--- config.mk ---
export PLATFORM = sky130hd
export DESIGN_NAME = spi_sample_bridge
export DESIGN_NICKNAME = d
export VERILOG_FILES = /design/src/rtl/spi_bridge_pkg.sv /design/src/rtl/result_packer.sv /design/src/rtl/spi_sample_bridge.sv
export SDC_FILE = /design/constraint.sdc
export NUM_CORES = 1
export LEC_CHECK = 0
export CORE_MARGIN = 4
export CORE_UTILIZATION = 51
export CTS_CLUSTER_SIZE = 10
export DETAILED_ROUTE_END_ITERATION = 8
export GPL_TIMING_DRIVEN = 1
export PLACE_DENSITY = 0.84
export SYNTH_ARGS = -nofsm -noshare
export SYNTH_HDL_FRONTEND = slang
export SYNTH_HIERARCHICAL = 1
export SYNTH_SLANG_ARGS = --single-unit
export TNS_END_PERCENT = 50
--- constraint.sdc ---
create_clock -name clkIn -period 2.28 [get_ports clkIn]
set_clock_uncertainty 0.2 [all_clocks]
set_input_delay 0.456 -clock clkIn [delete_from_list [all_inputs] [get_ports clkIn]]
set_output_delay 0.456 -clock clkIn [all_outputs]
set_load 0.05 [all_outputs]
--- src/rtl/spi_bridge_pkg.sv ---
// Shared definitions for the SPI packet <-> FIR sample bridge.
package spi_bridge_pkg;

    localparam int SAMPLE_WIDTH_DEF       = 16;
    localparam int SAMPLES_PER_PACKET_DEF = 4;

    typedef enum logic {
        IDLE = 1'b0,
        EMIT = 1'b1
    } ingress_state_e;

    function automatic int packet_width(input int sample_width, input int samples_per_packet);
        return sample_width * samples_per_packet;
    endfunction

endpackage

--- src/rtl/result_packer.sv ---
// Egress collector: gathers FIR results into a response packet and publishes it atomically.
module result_packer
    import spi_bridge_pkg::*;
#(
    parameter int SAMPLE_WIDTH       = SAMPLE_WIDTH_DEF,
    parameter int SAMPLES_PER_PACKET = SAMPLES_PER_PACKET_DEF,
    localparam int PACKET_WIDTH      = packet_width(SAMPLE_WIDTH, SAMPLES_PER_PACKET)
) (
    input  logic                    clkIn,
    input  logic                    nResetIn,
    input  logic [SAMPLE_WIDTH-1:0] resultIn,
    input  logic                    resultValidIn,
    output logic [PACKET_WIDTH-1:0] packetOut,
    output logic                    packetUpdatedOut
);

    localparam int CW = $clog2(SAMPLES_PER_PACKET);

    logic [PACKET_WIDTH-1:0] coll_q, coll_d;
    logic [PACKET_WIDTH-1:0] pkt_q, pkt_d;
    logic [CW-1:0]           cnt_q, cnt_d;
    logic                    upd_q, upd_d;

    always_comb begin
        coll_d = coll_q;
        pkt_d  = pkt_q;
        cnt_d  = cnt_q;
        upd_d  = 1'b0;
        if (resultValidIn) begin
            // Newest result enters at the LSB end, so the first one ends up in the MSBs.
            coll_d = {coll_q[PACKET_WIDTH-SAMPLE_WIDTH-1:0], resultIn};
            if (cnt_q == CW'(SAMPLES_PER_PACKET - 1)) begin
                pkt_d = coll_d;
                cnt_d = '0;
                upd_d = 1'b1;
            end else begin
                cnt_d = cnt_q + 1'b1;
            end
        end
    end

    always_ff @(posedge clkIn or negedge nResetIn) begin
        if (!nResetIn) begin
            coll_q <= '0;
            pkt_q  <= '0;
            cnt_q  <= '0;
            upd_q  <= 1'b0;
        end else begin
            coll_q <= coll_d;
            pkt_q  <= pkt_d;
            cnt_q  <= cnt_d;
            upd_q  <= upd_d;
        end
    end

    assign packetOut        = pkt_q;
    assign packetUpdatedOut = upd_q;

endmodule

--- src/rtl/spi_sample_bridge.sv ---
// Unpacks SPI packets into FIR samples (MSB lane first) and packs FIR results into the reply packet.
module spi_sample_bridge
    import spi_bridge_pkg::*;
#(
    parameter int SAMPLE_WIDTH       = SAMPLE_WIDTH_DEF,
    parameter int SAMPLES_PER_PACKET = SAMPLES_PER_PACKET_DEF,
    localparam int PACKET_WIDTH      = packet_width(SAMPLE_WIDTH, SAMPLES_PER_PACKET)
) (
    input  logic                    clkIn,
    input  logic                    nResetIn,
    input  logic [PACKET_WIDTH-1:0] packetIn,
    input  logic                    packetValidIn,
    output logic [SAMPLE_WIDTH-1:0] sampleOut,
    output logic                    sampleValidOut,
    input  logic                    sampleReadyIn,
    input  logic [SAMPLE_WIDTH-1:0] resultIn,
    input  logic                    resultValidIn,
    output logic [PACKET_WIDTH-1:0] packetOut,
    output logic                    packetUpdatedOut,
    output logic                    overflowOut,
    input  logic                    clearOverflowIn
);

    localparam int IW = $clog2(SAMPLES_PER_PACKET);

    // Sample handshake: a sample transfers on any cycle where sampleValidOut & sampleReadyIn;
    // sampleOut/sampleValidOut hold stable until that happens.
    ingress_state_e          state_q, state_d;
    logic [PACKET_WIDTH-1:0] shift_q, shift_d;
    logic [IW-1:0]           idx_q, idx_d;
    logic                    ovf_q, ovf_d;
    logic                    handshake;
    logic                    last_handshake;
    logic                    ovf_set;

    always_comb begin
        state_d        = state_q;
        shift_d        = shift_q;
        idx_d          = idx_q;
        ovf_set        = 1'b0;
        handshake      = (state_q == EMIT) && sampleReadyIn;
        last_handshake = handshake && (idx_q == IW'(SAMPLES_PER_PACKET - 1));
        case (state_q)
            IDLE: begin
                if (packetValidIn) begin
                    shift_d = packetIn;
                    idx_d   = '0;
                    state_d = EMIT;
                end
            end
            EMIT: begin
                if (last_handshake) begin
                    // A packet landing on the final handshake chains straight on.
                    if (packetValidIn) begin
                        shift_d = packetIn;
                        idx_d   = '0;
                    end else begin
                        shift_d = shift_q << SAMPLE_WIDTH;
                        idx_d   = '0;
                        state_d = IDLE;
                    end
                end else begin
                    ovf_set = packetValidIn;
                    if (handshake) begin
                        shift_d = shift_q << SAMPLE_WIDTH;
                        idx_d   = idx_q + 1'b1;
                    end
                end
            end
            default: state_d = IDLE;
        endcase
        if (ovf_set) begin
            ovf_d = 1'b1;
        end else if (clearOverflowIn) begin
            ovf_d = 1'b0;
        end else begin
            ovf_d = ovf_q;
        end
    end

    always_ff @(posedge clkIn or negedge nResetIn) begin
        if (!nResetIn) begin
            state_q <= IDLE;
            shift_q <= '0;
            idx_q   <= '0;
            ovf_q   <= 1'b0;
        end else begin
            state_q <= state_d;
            shift_q <= shift_d;
            idx_q   <= idx_d;
            ovf_q   <= ovf_d;
        end
    end

    assign sampleOut      = shift_q[PACKET_WIDTH-1 -: SAMPLE_WIDTH];
    assign sampleValidOut = (state_q == EMIT);
    assign overflowOut    = ovf_q;

    result_packer #(
        .SAMPLE_WIDTH      (SAMPLE_WIDTH),
        .SAMPLES_PER_PACKET(SAMPLES_PER_PACKET)
    ) u_result_packer (
        .clkIn           (clkIn),
        .nResetIn        (nResetIn),
        .resultIn        (resultIn),
        .resultValidIn   (resultValidIn),
        .packetOut       (packetOut),
        .packetUpdatedOut(packetUpdatedOut)
    );

endmodule

**Word level (Yosys, flattened, before mapping)**

Index checks and enable logic that the tools add are counted.

- Register bits: 183
- Input port bits: 86
- Output and inout bits: 83

- Add/sub/neg operators: 2
- Equal/unequal tests: 4
- Mux-type cells: 19
- Bitwise gates (word level): 1
- Reduce and logical (&&, ||, !) cells: 5

Operator list:

| kind | count |
|---|---|
| 2-to-1 mux 64 bit | 4 |
| case mux 64 bit (2 select lines) | 1 |
| 2-to-1 mux 1 bit | 8 |
| 2-to-1 mux 2 bit | 4 |
| adder 2 x 1 -> 2 bit, second input constant | 2 |
| equality test 2 bit, second input constant | 2 |
| case mux 2 bit (2 select lines) | 1 |
| AND reduction 2 bit | 2 |
| != test 3 x 1 -> 1 bit, second input constant | 1 |
| logical AND 1 bit | 2 |
| != test 2 bit, second input constant | 1 |
| case mux 1 bit (2 select lines) | 1 |
| nonzero test 2 bit | 1 |
| inverter 1 bit | 1 |

**Depth between registers and ports, before layout**

Gate-level depths: netlist of the first run.

- Depth after elaboration: 5
- Mapped depth: 6
- Gate-level depth less buffers: 4

**Cells and area by module**

Netlist of the first run, hierarchy kept.

Modules (own cells, without submodules):

| module | instances | cells each | area each (um^2) | seq. area each (um^2) |
|---|---|---|---|---|
| result_packer | 1 | 246 | 4,475.5 | 2,877.8 |
| spi_sample_bridge | 1 | 376 | 3,604.7 | 1,701.6 |

**Worst setup path after synthesis of the first run**

No wires, ideal clock.

- Kind: flip-flop to flip-flop
- Start: reg state_q, in the netlist sampleValidOut
- End: reg shift_q[16]
- Library setup time: 0.127 ns
- Data arrival time: 1.615 ns
- Setup slack: 0.338 ns
- Stages on the path, launching flop included: 7
- Buffers on the path: 3
- Period minus slack after synthesis: 1.942 ns
- Cell sequence: dfrtp_1 -> buf_6 -> mux2_2 -> buf_4 -> buf_2 -> nand2_1 -> o211ai_2

- Word-level cells in the longest chain between the ends: 4

RTL lines:

| item | RTL line | source |
|---|---|---|
| start, declared | spi_sample_bridge.sv:28 | `ingress_state_e state_q, state_d;` |
| start signal, assigned | spi_sample_bridge.sv:88 | `state_q <= state_d;` |
| logical AND 1 bit | spi_sample_bridge.sv:41 | `handshake = (state_q == EMIT) && sampleReadyIn;` |
| logical AND 1 bit | spi_sample_bridge.sv:42 | `last_handshake = handshake && (idx_q == IW'(SAMPLES_PER_PACKET - 1));` |
| 2-to-1 mux 64 bit / != test 3 x 1 -> 1 bit (equally long branches) | n/a |  |
| case mux 64 bit (2 select lines) / AND reduction 2 bit (equally long branches) | n/a |  |
| end signal, assigned | spi_sample_bridge.sv:89 | `shift_q <= shift_d;` |
| end, declared | spi_sample_bridge.sv:29 | `logic [PACKET_WIDTH-1:0] shift_q, shift_d;` |

Parallel ways exist; a longest one is shown, timed or not.
A chain may end at the register's enable or synchronous reset.

**Worst setup path after layout of the first run**

- Start: reg shift_q[57]
- End: out sampleOut[9]

RTL lines:

| item | RTL line | source |
|---|---|---|
| end, declared | spi_sample_bridge.sv:13 | `output logic [SAMPLE_WIDTH-1:0] sampleOut,` |

No word-level cell between the ends.

==> results of run 1 <==
-- timing repair --
action,4_1_cts,5_1_grt
endpoints found under the hold margin,37,0
endpoints found under the setup margin,39,29
gates resized for setup,39,29
hold buffers,1,0
-- worst max-delay path by stage --
stage                                 start            to  slack (ns)  cells past startpoint
2_1_floorplan                sampleValidOut   shift_q[16]        0.34                      6
3_3_place_gp                  packetValidIn    shift_q[0]        0.20                      6
3_5_place_dp                  packetValidIn   shift_q[23]        0.18                      6
4_1_cts        u_result_packer/packetOut[4]  packetOut[4]      0.0006                      1
5_1_grt                         shift_q[57]  sampleOut[9]      0.0002                      1
6_report                        shift_q[57]  sampleOut[9]        0.03                      1
-- layout make-up --
type                    count  area (sq um)  area share
inverters                   2          7.51    0.000715
clock inverters            15           179      0.0170
clock buffers              17           425      0.0405
flip-flops and latches    183          4580       0.436
repair buffers            193          1980       0.188
multi-input cells         371          3060       0.292
well taps                 211           264      0.0251
-- sequential cells by signal, summed over array words and instances, names as in the netlist --
| signal | cells |
|---|---|
| u_result_packer/packetUpdatedOut | 1 |
| u_result_packer/cnt_q | 2 |
| idx_q | 2 |
| u_result_packer/coll_q | 48 |
| overflowOut | 1 |
| u_result_packer/packetOut | 64 |
| shift_q | 64 |
| sampleValidOut | 1 |
-- metal layers --
metal / global-route usage / up-vias / share of wire
met5: 0 / - / 0
met4: 0.0989 / 0 / 0.035
met3: 0.0739 / 50 / 0.078
met2: 0.360 / 194 / 0.50
met1: 0.264 / 2764 / 0.39
li1: - / 2469 / -
-- power by group through the flow --
stage                     clock [W]  sequential, W  combinational, W
after CTS                   0.00302        0.00509           0.00644
after floorplan                   0        0.00702           0.00268
after detailed placement          0        0.00513           0.00664
after global routing        0.00315        0.00522           0.00670
final                       0.00297        0.00508           0.00636
after global placement            0        0.00507           0.00651
-- cell usage in the layout, fill, tap and decap left out, drive strengths merged --
cell type      instances
nor2                   1
a21o                   1
mux2                 115
clkinv                 6
dlygate4sd3            1
o21ai                 17
mux2i                  2
clkinvlp               1
clkbuf                17
nand2b                 1
ha                     2
dlygate4sd2           39
o211ai                48
buf                   36
bufinv                 1
dfrtp                183
a22o                   2
clkdlybuf4s50         88
dlymetal6s2s          29
nand4                 48
inv                    9
and2                   1
nand2                130
xor2                   1
nand3                  2
-- per-stage QoR --
stage	utilization	hold slack, ns
5_1_grt	0.683	0.306
3_3_place_gp	0.641	0.209
4_1_cts	0.678	0.285
6_report	0.683	0.285
2_1_floorplan	-	-0.0396
3_5_place_dp	0.641	0.217
-- cell families after synthesis --
kind of cell	after synthesis	share of synthesized area
compound gates	68	0.0855
xor+xnor	1	0.00108
fa+ha+maj	2	0.00310
buf+inv	68	0.0551
flops	183	0.567
mux	117	0.187
simple gates	183	0.101
==> results.yml, run 1 <==
floorplanning:
  initial_utilization: 0.526
  dieWidth_um: 134
  die-height_um: 134
  core_sq_mm: 0.0154
  ios: 169
  dieArea_sq_mm: 0.0179
  core.rowCount: 45
synth:
  synth-edff-count: 0
  synth_top_area_share: 0.567
  synth_commonest_cells: "dfrtp_1 (183), nand2_1 (130), mux2_2 (65)"
  ys_top_cells_by_area: "dfrtp_1 (57%), mux2_4 (9.1%), mux2_2 (9.1%), o211ai_2 (6.8%), nand2_1 (6.0%)"
  synthArstFlopShare: 1.00
  syn-cell-area_sq_mm: 0.00808
  netlist_instances: 622
  synth_top_area_cell: "dfrtp_1"
  yosysWarnings: 6
  synth.ff_latch_count: 183
  ys.flop_type: "dfrtp_1"
  ys_types: 26
  yosysSeqAreaShare: 0.567
  syn-mean-instance-area_sq_um: 13.0
  yosysMostFrequentCell: "dfrtp_1"
  syn-num-nets: 710
power_and_ir_drop:
  internal_power_w: 0.00835
  p_leak_nw: 5.14
  p_sw_w: 0.00606
  seq_power_share: 0.352
  power_frac_comb: 0.441
  p_per_area_mw_per_mm2: 1370
  vdd_drop_max_uv: 971
  p_clk_frac: 0.206
  power_switching_share: 0.420
  total_power_w: 0.0144
critical_path:
  cp_num_buf_inv: 1
  path_cells: "clkdlybuf4s50_1"
  start_kind: "flop"
  r2r_end: "u_result_packer/packetOut[2]"
  max_stage_delay_ns: 0.81
  path_max_fanout: 2
  rr_worst_depth: 4
  arrival_ns: 1.59
  critPathSlowestCell: "clkdlybuf4s50_1"
  reg2reg_slack_ns: 0.39
  crit_path_end_kind: "primary output"
  cp.required_ns: 1.62
  worstReg2RegStart: "u_result_packer/cnt_q[0]"
  worst-setup-path-type: "reg -> out"
  path_delay_family: "buffers and inverters"
clocking:
  cts_buffers: 17
  clk_latency_ns: 0.44
  post-cts-setup-buffers: 0
  cts_tree: "built"
  htree_num_levels: 4
  cts_sinks: 183
  cts-root-buf: "clkbuf_16"
  clk_path_buf_depth: 2
  clk_pin_slew_worst_paths_ns: 0.07
placement:
  place_area_sq_mm: 0.00986
  dp_hpwl_um: 12900
  dp_slack_ns: 0.175
  portBuffers: 168
  place.gp.congestion: 0.841
  dpl.cell_count: 959
routing:
  ant_nets: 0
  num_vias: 5477
  wl_per_cell_um: 19.2
  drc: 0
  drt-total-wl_um: 19100
  routed_via_density: 5.52
  first_iter_violations: 316
  dr.pass1.iters: 5
final_layout:
  fin_cells: 992
  fillers: 1065
  drive_gt1_frac: 0.296
  nets: 856
  final_area_sq_mm: 0.0105
  diodes: 0
  area_growth_pct: 29.9
timing:
  min_period_ns: 2.25
  setup_tns_ns: 0
  finalCritPeriodShare: 0.987
  finalSetupViolCount: 0
  slew_headroom: 0.627
  hold_violations: 0
  fmax_ghz: 0.444
  worst_pin_slew_ns: 0.561
  rsz0062_at_grt: "false"
  slew_viol_final: 0
  fin_ws_ns: 0.0302
global_route:
  grt_pass1_vias: 6004
  grt_first_pass_wirelength_um: 31200
  antenna_found_initial: 0
  grt.total_usage: 0.219
  grt_max_degree: 65
  overflow: 0
hold_path:
  holdCritPathClass: "reg -> reg"
  hold_end: "shift_q[14]"
  hp-start: "shift_q[14]"
  min_path_cells: 2
outcome:
  status: "completed"
flow_run:
  cap_violations: 0
Power figures use the tool's default switching activity.
==> run 2, diff against run 1 <==
Settings changed: CAP_MARGIN from default to 10.
==> results of run 2 <==
The final DEF is identical to that of run 1; final timing and power are the same.
==> run 3, diff against run 2 <==
Settings changed: CORE_UTILIZATION 51 to 48, CTS_BUF_LIST from default to sky130_fd_sc_hd__clkbuf_4, CTS_CLUSTER_SIZE 10 to 14, PLACE_DENSITY 0.84 to 0.83.
Clock period 2.28 ns to 1.9 ns, I/O delays scaled along.
==> results.yml, run 3 (synthesized netlist as in run 1, its figures left out) <==
clocking:
  clk_path_buf_depth: 2
  cts_buffers: 17
  htree_num_levels: 4
  clk_latency_ns: 0.56
  cts_tree: "built"
  clk_pin_slew_worst_paths_ns: 0.16
  cts_sinks: 183
  cts-root-buf: "clkbuf_4"
floorplanning:
  core_sq_mm: 0.0165
  initial_utilization: 0.489
  dieArea_sq_mm: 0.0190
  die-height_um: 138
  dieWidth_um: 138
  ios: 169
  core.rowCount: 47
final_layout:
  diodes: 0
  nets: 870
  fillers: 1230
  layout_common_cells: "dfrtp_1 (182), nand2_1 (129), buf_4 (102)"
  layout_commonest_cell: "dfrtp_1"
  drive_gt1_frac: 0.399
  area_growth_pct: 26.0
global_route:
  antenna_found_initial: 0
  grt_max_degree: 52
  overflow: 0
  grt.total_usage: 0.205
  grt_first_pass_wirelength_um: 30000
  grt_pass1_vias: 5730
timing:
  fmax_ghz: 0.534
  finalSetupViolCount: 0
  hold_violations: 0
  rsz0062_at_grt: "true"
  slew_viol_final: 0
  setup_tns_ns: 0
  finalCritPeriodShare: 0.986
  min_period_ns: 1.87
  worst_pin_slew_ns: 0.817
  slew_headroom: 0.453
placement:
  portBuffers: 168
  dp_hpwl_um: 13200
  place.gp.congestion: 0.819
critical_path:
  path_delay_family: "flip-flops"
  crit_path_end_kind: "primary output"
  reg2reg_slack_ns: 0.08
  arrival_ns: 1.29
  path_cells: "buf_12 > buf_12"
  worst-setup-path-type: "reg -> out"
  crit_top_cell: "buf_12"
  cp.required_ns: 1.32
  critPathSlowestCell: "dfrtp_2"
  start_kind: "flop"
  max_stage_delay_ns: 0.46
  path_max_fanout: 2
  cp_num_buf_inv: 2
power_and_ir_drop:
  total_power_w: 0.0160
  p_leak_nw: 4.79
  p_per_area_mw_per_mm2: 1570
  vdd_drop_max_uv: 1570
routing:
  drt-total-wl_um: 18800
  ant_nets: 0
  num_vias: 5492
  wl_per_cell_um: 18.5
  dr.pass1.iters: 5
  drc: 0
  first_iter_violations: 329
  routed_via_density: 5.41
outcome:
  status: "completed"
hold_path:
  holdCritPathClass: "in -> reg"
flow_run:
  cap_violations: 0
run 3: where the power goes:
| group | internal [W] | switching [W] | total, W | leakage [nW] |
|---|---|---|---|---|
| Clock | 0.000577 | 0.00144 | 0.00202 | 0.143 |
| Combinational | 0.00309 | 0.00476 | 0.00784 | 2.38 |
| Sequential | 0.00524 | 0.000868 | 0.00611 | 2.27 |
| Total | 0.00890 | 0.00707 | 0.0160 | 4.79 |
run 3: repair_timing:
item	4_1_cts	5_1_grt
resized for setup	3	0
buffers inserted	3	0
hold buffers	3	0
cloned	1	0
hold endpoints to repair	184	0
endpoints found under the setup margin	1	1
run 3: path summary, 6_finish.rpt:
kind,startpoint,end,cells after the start
worst max-delay path,sampleValidOut,sampleValidOut,2
worst min-delay path,resultValidIn,u_result_packer/packetUpdatedOut,4
worst max register to register,sampleValidOut,shift_q[54],6
worst min register to register,u_result_packer/cnt_q[0],u_result_packer/cnt_q[0],1
max in group asynchronous,nResetIn,sampleValidOut,3
min in group asynchronous,nResetIn,overflowOut,3
run 3: per-stage QoR:
step	utilization	instances	setup WS [ns]	hold slack, ns	instance area [sq um]
3_3_place_gp	0.594	976	-0.0828	0.0355	9820
4_1_cts	0.616	1015	-0.0286	0.0563	10200
5_1_grt	0.616	1015	-0.0651	0.0717	10200
3_5_place_dp	0.594	976	-0.103	0.0400	9820
2_1_floorplan	-	622	0.101	-0.116	8080
6_report	0.616	1015	0.0274	0.122	10200
run 3: cell type report:
class,instances,area (sq um),share of cell area
Sequential cell,183,4580,0.450
Multi-Input combinational cell,371,3060,0.301
Timing Repair Buffer,207,1990,0.195
Tap cell,220,275,0.0270
Clock inverter,15,139,0.0136
Clock buffer,17,128,0.0125
Inverter,2,7.51,0.000737
run 3: per-layer routing:
layer	global-route usage	vias to the layer above	part of all wire
met3	0.0621	25	0.079
met5	0	-	0
met2	0.336	209	0.49
met1	0.264	2761	0.41
li1	-	2497	-
met4	0.0593	0	0.020
run 3: tightest hold or removal path: stages:
cell     delay (ns)
buf_2          0.13
nand2_4        0.09
buf_12         0.18
inv_1          0.06
